## src/rtl/dsp_mac_seq.sv

```systemverilog
// dsp_mac_seq: operand sequencer and result collector for one DSP48A1 slice
// used as an unsigned multiply-accumulate engine. It issues one A*B pair per
// accepted handshake and drives OPMODE one cycle behind each issue, so that
// OPMODE lines up with the slice's internal pipeline. After the last pair
// drains through the slice, it captures P/CARRYOUT and pulses done.
module dsp_mac_seq #(
  parameter int LEN_W  = 8,
  parameter int OP_LAT = 3
) (
  input  logic             clk,
  input  logic             rst,
  input  logic             start,
  input  logic [LEN_W-1:0] len,
  input  logic             sub,
  input  logic             bias_en,
  input  logic [47:0]      bias,
  input  logic             in_valid,
  input  logic [17:0]      in_a,
  input  logic [17:0]      in_b,
  output logic             in_ready,
  output logic [17:0]      dsp_a,
  output logic [17:0]      dsp_b,
  output logic [47:0]      dsp_c,
  output logic [17:0]      dsp_d,
  output logic [7:0]       dsp_opmode,
  output logic             dsp_ce,
  output logic             dsp_rst,
  input  logic [47:0]      dsp_p,
  input  logic             dsp_carryout,
  output logic             busy,
  output logic [47:0]      result,
  output logic             carry,
  output logic             done
);

  localparam int DW = $clog2(OP_LAT + 1);
  localparam logic [LEN_W-1:0] LEN_ONE   = LEN_W'(1);
  localparam logic [DW-1:0]    DRAIN_END = DW'(OP_LAT - 1);
  localparam logic [7:0]       OPM_HOLD  = 8'h08;  // X=0, Z=P: P keeps its value

  typedef enum logic [1:0] {IDLE, RUN, DRAIN, DONE} state_t;

  state_t           state, state_nxt;
  logic [LEN_W-1:0] len_q;
  logic [LEN_W-1:0] count;
  logic             sub_q;
  logic             bias_en_q;
  logic             first_q;
  logic [DW-1:0]    drain_cnt;
  logic             rst_q;
  logic [7:0]       opmode_nxt;
  logic             accept;
  logic             last_accept;
  logic             drain_last;
  logic             start_job;
  logic             start_empty;

  // OPMODE for an issued pair. The first pair seeds Z from 0 or C so any P
  // left over from a previous job is discarded; later pairs accumulate on P.
  // Bit 7 turns the post-adder into Z - X.
  function automatic logic [7:0] issue_opmode(input logic first, input logic sb,
                                               input logic be);
    logic [1:0] zsel;
    zsel = first ? (be ? 2'b11 : 2'b00) : 2'b10;
    return {sb, 3'b000, zsel, 2'b01};
  endfunction

  assign start_job   = (state == IDLE) && start && (len != '0);
  assign start_empty = (state == IDLE) && start && (len == '0);
  assign accept      = (state == RUN) && in_valid;
  assign last_accept = accept && (count == len_q - LEN_ONE);
  assign drain_last  = (state == DRAIN) && (drain_cnt == DRAIN_END);

  assign in_ready = (state == RUN);
  assign busy     = (state != IDLE);
  assign done     = (state == DONE);
  assign dsp_d    = 18'd0;
  assign dsp_ce   = 1'b1;
  assign dsp_rst  = rst_q;

  // State register.
  always_ff @(posedge clk or posedge rst) begin
    if (rst) state <= IDLE;
    else     state <= state_nxt;
  end

  // Next-state and the OPMODE to register for the following cycle.
  always_comb begin
    state_nxt  = state;
    opmode_nxt = 8'h00;
    case (state)
      IDLE: begin
        if (start_empty)    state_nxt = DONE;
        else if (start_job) state_nxt = RUN;
      end
      RUN: begin
        opmode_nxt = OPM_HOLD;
        if (accept) begin
          opmode_nxt = issue_opmode(first_q, sub_q, bias_en_q);
          if (last_accept) state_nxt = DRAIN;
        end
      end
      DRAIN: begin
        opmode_nxt = OPM_HOLD;
        if (drain_last) state_nxt = DONE;
      end
      DONE:    state_nxt = IDLE;
      default: state_nxt = IDLE;
    endcase
  end

  // Job parameters, pair counter and drain timer.
  always_ff @(posedge clk or posedge rst) begin
    if (rst) begin
      len_q     <= '0;
      sub_q     <= 1'b0;
      bias_en_q <= 1'b0;
      first_q   <= 1'b0;
      count     <= '0;
      drain_cnt <= '0;
    end else begin
      if (start_job) begin
        len_q     <= len;
        sub_q     <= sub;
        bias_en_q <= bias_en;
        first_q   <= 1'b1;
        count     <= '0;
      end else if (accept) begin
        count   <= count + LEN_ONE;
        first_q <= 1'b0;
      end
      if (state == DRAIN) drain_cnt <= drain_cnt + DW'(1);
      else                drain_cnt <= '0;
    end
  end

  // Slice operand stage: A/B/C and the registered OPMODE (stage 0 of the MAC).
  always_ff @(posedge clk or posedge rst) begin
    if (rst) begin
      dsp_a      <= 18'd0;
      dsp_b      <= 18'd0;
      dsp_c      <= 48'd0;
      dsp_opmode <= 8'h00;
    end else begin
      if (start_job) dsp_c <= bias;
      if (accept) begin
        dsp_a <= in_a;
        dsp_b <= in_b;
      end
      dsp_opmode <= opmode_nxt;
    end
  end

  // Result capture at the end of the slice pipeline (last DRAIN cycle).
  always_ff @(posedge clk or posedge rst) begin
    if (rst) begin
      result <= 48'd0;
      carry  <= 1'b0;
    end else if (start_empty) begin
      result <= 48'd0;
      carry  <= 1'b0;
    end else if (drain_last) begin
      result <= dsp_p;
      carry  <= dsp_carryout;
    end
  end

  // Slice reset: held through rst and one clock past its release so the
  // slice's synchronous pipeline registers are cleared.
  always_ff @(posedge clk or posedge rst) begin
    if (rst) rst_q <= 1'b1;
    else     rst_q <= 1'b0;
  end

endmodule

```

## config.mk

```make
export PLATFORM = sky130hd
export DESIGN_NAME = dsp_mac_seq
export DESIGN_NICKNAME = d
export VERILOG_FILES = /design/src/rtl/dsp_mac_seq.sv
export SDC_FILE = /design/constraint.sdc
export NUM_CORES = 1
export LEC_CHECK = 0
export ABC_AREA = 1
export CORE_ASPECT_RATIO = 0.6
export CORE_MARGIN = 3
export CORE_UTILIZATION = 35
export CTS_CLUSTER_DIAMETER = 40
export CTS_CLUSTER_SIZE = 16
export DETAILED_ROUTE_END_ITERATION = 10
export DONT_BUFFER_PORTS = 1
export GPL_ROUTABILITY_DRIVEN = 1
export PLACE_DENSITY = 0.45
export SYNTH_ARGS = -nofsm -noshare
export SYNTH_HDL_FRONTEND = slang
export SYNTH_SLANG_ARGS = --single-unit
```

## constraint.sdc

```tcl
create_clock -name clk -period 13.1 [get_ports clk]
set_input_delay 0.655 -clock clk [delete_from_list [all_inputs] [get_ports clk]]
set_output_delay 0.655 -clock clk [all_outputs]
set_load 0.01 [all_outputs]
```

# == Yosys cells after proc, flatten, opt, wreduce, memory -nomap -nowiden ==
# Index checks and enable logic that the tools add are counted.
# classes
add_sub_neg,3
eq_ne,9
n_mux,19
n_reduce_logical,13
# ops
cell,count
48-bit 2-to-1 mux,2
8-bit 2-to-1 mux,3
2-bit 2-to-1 mux,8
8-bit one-hot mux with 2 select lines,1
8-bit by 1-bit adder with 8-bit output (second input constant),1
8-bit == test,1
8-bit logical NOT,1
2-bit one-hot mux with 4 select lines,1
8-bit nonzero test,1
8-bit by 1-bit subtractor with 8-bit output (second input constant),1
2-bit == test (second input constant),3
1-bit logical AND,6
2-bit nonzero test,3
1-bit 2-to-1 mux,4
2-bit by 1-bit != test with 1-bit output (second input constant),2
4-bit AND reduction,1
3-bit != test (second input constant),1
2-bit by 1-bit adder with 2-bit output (second input constant),1
2-bit by 1-bit == test with 1-bit output (second input constant),1
2-bit logical NOT,1
2-bit != test (second input constant),1
# word_totals
reg_bits,165
in_bits,147
output_inout_bits,164
word_cells,58

# == Logic depth before layout (Yosys ltp) ==
# depth
word_depth,6
ltp_mapped,14
depth_no_buf,14

# == Worst setup path before layout ==
# No wires, ideal clock.
# synth_path
path_type,input to register
startpoint,input port len[5]
endpoint,register result[15]
setup_ns,0.117
t_arrival_ns,1.484
setup_slack_ns,11.499
cell_stages,8
path_buffers,2
path_cell_list,nor2_1 > nand3_1 > nor2_4 > nand2_2 > buf_6 > buf_2 > nand3_1 > nand2_1
# synth_between
elab_chain_cells,3
elab_cells_between_ends,4
cone_classes,mux (1); reduce/logical (3)
# synth_lines
item,line,rtl
"start, declared",13,"input logic [LEN_W-1:0] len,"
8-bit logical NOT (*),69,assign start_empty = (state == IDLE) && start && (len == '0);
1-bit logical AND (*),69,
48-bit 2-to-1 mux / 2-bit nonzero test (equally long branches),--,
"end signal, assigned",163,result <= dsp_p;
"end, declared",31,"output logic [47:0] result,"
# Mark *: on every way between the ends. The rest lies on a longest branch, timed or not.
# A chain may end at the register's enable or synchronous reset.

# == Worst setup path after layout ==
# layout_path
startpoint,register state[1]
endpoint,register dsp_opmode[3]
# layout_between
elab_chain_cells,4
elab_cells_between_ends,5
cone_classes,eq/ne (2); mux (2); reduce/logical (1)
# layout_lines
item,line,rtl
"start, declared",43,"state_t state, state_nxt;"
"start signal, assigned",84,else state <= state_nxt;
2-bit by 1-bit == test with 1-bit output (*),--,
named net in_ready,20,"output logic in_ready,"
1-bit logical AND,70,assign accept = (state == RUN) && in_valid;
8-bit 2-to-1 mux,98,if (accept) begin
8-bit one-hot mux with 2 select lines (*),91,case (state)
named net opmode_nxt[3],51,logic [7:0] opmode_nxt;
"end signal, assigned",150,dsp_opmode <= opmode_nxt;
"end, declared",25,"output logic [7:0] dsp_opmode,"
# Mark *: on every way through the listed nets, which the timed path passes. The rest lies on a longest branch.

==> summary.md <==
| Metric | Value |
|---|---|
| Share of the yosys chip area belonging to registers | 58.46% |
| #FFs+latches synth | 161 |
| Setup bufs post-CTS | 0 |
| Post-Synth XOR/XNOR Area | 0.6352% |
| Largest net degree at the start of global routing | 100 |
| Die W | 187.2 um |
| Static leakage | 0.004074 uW |
| Top_reg_cell synth | dfrtp_1 |
| Reg2reg path depth | 8 |
| CTS Buffer Depth | 2 |
| Max Cap Viol | 0 |
| Final worst slack | about 11 ns |
| Clock Sinks | 161 |
| Dpl cells | 1039 |
| Tot Pwr | about 1800 uW |
| Routed Antenna Nets | 0 |
| Total CTS buffers | 17 |
| DR vias | 5121 |
| Worst-path clk slew | 0.06 ns |
| Pwr Density | 238.6 nW/um2 |
| Ratio of cells with drive above 1 in the final layout | 6.211% |
| Mux cell area share after synthesis | 0% |
| Clk root buf | clkbuf_16 |
| Post-cts resize count | 0 |
| Final-report hold violation count | 0 |
| Syn Inst Count | just over 800 |
| CTS Hold Bufs | 0 |
| Vias in the first global route | 5151 |
| First-pass GRT wire length | 28520 um |
| Net Sw Frac | 38.82% |
| # H-tree levels | 4 |
| Antenna cells | 0 |
| Final TNS setup | 0 ns |
| Slew HR | 31.97% |
| Final setup vio count | 0 |
| Cell Int Power | 1106 uW |
| Worst-Skew Late Latency | 0.42 ns |
| Synth top area cells | dfrtp_1 (58%), nand2_1 (20%), nand3_1 (8.0%), buf_4 (2.7%), inv_1 (1.5%) |
| Initial DRC Count | 307 |
| Count of cell types in the netlist | 28 |
| Worst path required time | 13.38 ns |
| Final Non-Filler Cells | 1071 |
| Post-synth EDFFs | 0 |
| Crit end category | flop |
| Total Die Area | 21470 um2 |
| Final worst-path cycle share | 19.58% |
| Mapped Area | 6894 um2 |
| Die Y | approximately 110 um |
| Ys Warns | 0 |
| Post-layout nets | 947 |
| Outcome | finished clean |
| Overall Global Routing Usage | roughly 17% |
| Initial core utilization | 35.95% |
| WL final | 18330 um |
| Main combinational cell family by area after synthesis | simple AND/OR/NAND/NOR gates |
| Simple-gate share of the synthesized area | 30.96% |
| Filler Cells Inserted | 1962 |
| Clk pwr share | 26.8% |
| GP Congestion | around 0.78 |
| Synthesized-area fraction occupied by adder cells | 1.452% |
| Vias/cell | 4.782 |
| Reg2reg end | dsp_opmode[3] |
| Hold WS | between 0.2 and 0.25 ns |
| Fmax | 389.8 MHz |
| Crit-path max FO | 44 |
| Max-slew violation count | 0 |
| Top-area cell type share of the netlist area | 58.08% |
| Synth Area in Compound Gates | approximately 1.5% |
| Switch Pwr | between 700 and 800 uW |
| Reg2reg start | state[1] |
| Avg Inst Size Synth | 8.522 um2 |
| Sequential power share | 51.7% |
| TritonRoute pass-1 iters | 5 |
| Largest area contributor in the netlist | dfrtp_1 |
| Synth async-reset ratio | 100.0% |
| Worst Setup Path Type | reg2reg |
| Core box area | 19180 um2 |
| WL/cell | about 17 um |
| Peak VDD IR | 0.00009494 V |
| Row count | 39 |
| Worst Max-Slew Pin Slew | ~1.0 ns |
| Num ports | 311 |
| CTS tree | yes |
| R2r setup slk | approximately 11 ns |
| Worst slack, placed | 10.52 ns |
| Tmin final | about 2.6 ns |
| Initial antenna violation count | 0 |
| DR DRC count | 0 |
| RSZ-0062 raised after global routing | no |
| Comb pwr share | 21.5% |
| Gr ovfl total | 0 |
| Worst EP arrival | 2.84 ns |
| CP Launch Type | flop |
| Setup Skew | 0.01043 ns |
| P&R area growth vs syn | 9.946% |
| Number of I/O port buffers | 0 |
| Hold Path Class | in2async |
| Post-DP HPWL | 13100 um |
==> flip-flops by register name, summed over array words and instances (netlist names), 2 cells and up <==
signal,cells
dsp_opmode,4
dsp_c,48
state,2
dsp_a,18
result,48
len_q,8
dsp_b,18
drain_cnt,2
count,8
==> cell usage after synthesis, drive strengths merged, types with 2 or more instances <==
cell type and instances:
nand3 110, dfrtp 160, conb 2, inv 29
xor2 3, nand2 378, a21oi 5, xnor2 2
buf 48, ha 8, o21ai 12, clkbuf 16
nor2 26, nor3 5
==> per-stage QoR <==
step | utilization [%] | instance area [um2]
after floorplan | - | 6977
after global placement | 36.48 | 6995
after detailed placement | 36.48 | 6995
after CTS | 39.53 | 7580
after global routing | 39.53 | 7580
final | 39.53 | 7580
==> how the worst max path moves through the flow <==
stage	end	start	depth (start not counted)
detailed placement	dsp_opmode[3]	state[1]	8
CTS	dsp_opmode[3]	state[1]	8
finish	dsp_opmode[3]	state[1]	8
global route	dsp_opmode[3]	state[1]	8
floorplan	bias_en_q	rst	1
global placement	dsp_opmode[3]	state[1]	8
==> cells by family (layout without fill, tap and decap cells) <==
kind of cell,after synthesis,count (layout)
simple gates,520,520
flops,161,161
buf+inv,93,67
compound gates,20,20
fa+ha+maj,8,8
xor+xnor,5,5
other cells,2,24
==> worst max-delay path, stage by stage (launching register included) <==
cell and delay (ns):
dfrtp_1 0.41, inv_1 0.11, ha_1 0.34, nand2_2 0.56
inv_1 0.17, buf_4 0.41, nand2_1 0.13, o21ai_0 0.15
a21boi_0 0.13
==> placed cells by master, fill, tap and decap left out, types with 2 or more instances in the layout <==
| cell | instances |
|---|---|
| nand3_1 | 110 |
| clkinvlp_4 | 2 |
| nand2_2 | 3 |
| conb_1 | 24 |
| clkbuf_16 | 17 |
| inv_1 | 26 |
| nand2_1 | 375 |
| dfrtp_1 | 160 |
| nor2_1 | 23 |
| clkbuf_8 | 4 |
| o21ai_0 | 8 |
| o21ai_1 | 4 |
| a21oi_1 | 5 |
| nor2_4 | 2 |
| inv_2 | 2 |
| ha_1 | 8 |
| xor2_1 | 3 |
| clkinv_4 | 4 |
| inv_6 | 2 |
| nor3_2 | 2 |
| xnor2_1 | 2 |
| clkinv_2 | 3 |
| nor3_1 | 3 |
| buf_4 | 6 |
==> final cells by class <==
type	count	area [um2]	share of cell area [%]
timing repair buffer	6	45.04	0.5943
clock inverter	11	103.9	1.370
multi-input combinational	577	2474	32.63
clock buffer	21	480.5	6.339
sequential	161	4030	53.17
tap	266	332.8	4.391
inverter	29	113.9	1.502
==> per-layer routing <==
| layer | wire, um | vias up | GRT usage [%] |
|---|---|---|---|
| li1 | - | 2438 | - |
| met4 | 200 | 0 | 4.328 |
| met2 | 8326 | 183 | 25.76 |
| met5 | 0 | - | 0 |
| met3 | 1824 | 13 | 8.412 |
| met1 | 7975 | 2487 | 21.49 |
==> power groups by stage <==
| stage | clock network (uW) | registers, uW | logic (uW) |
|---|---|---|---|
| 2_1_floorplan | 0 | 878 | 327 |
| 3_3_place_gp | 0 | 946 | 376 |
| 3_5_place_dp | 0 | 941 | 399 |
| 4_1_cts | 498 | 939 | 395 |
| 5_1_grt | 523 | 959 | 466 |
| 6_report | 484 | 935 | 389 |
Power figures use the tool's default switching activity.
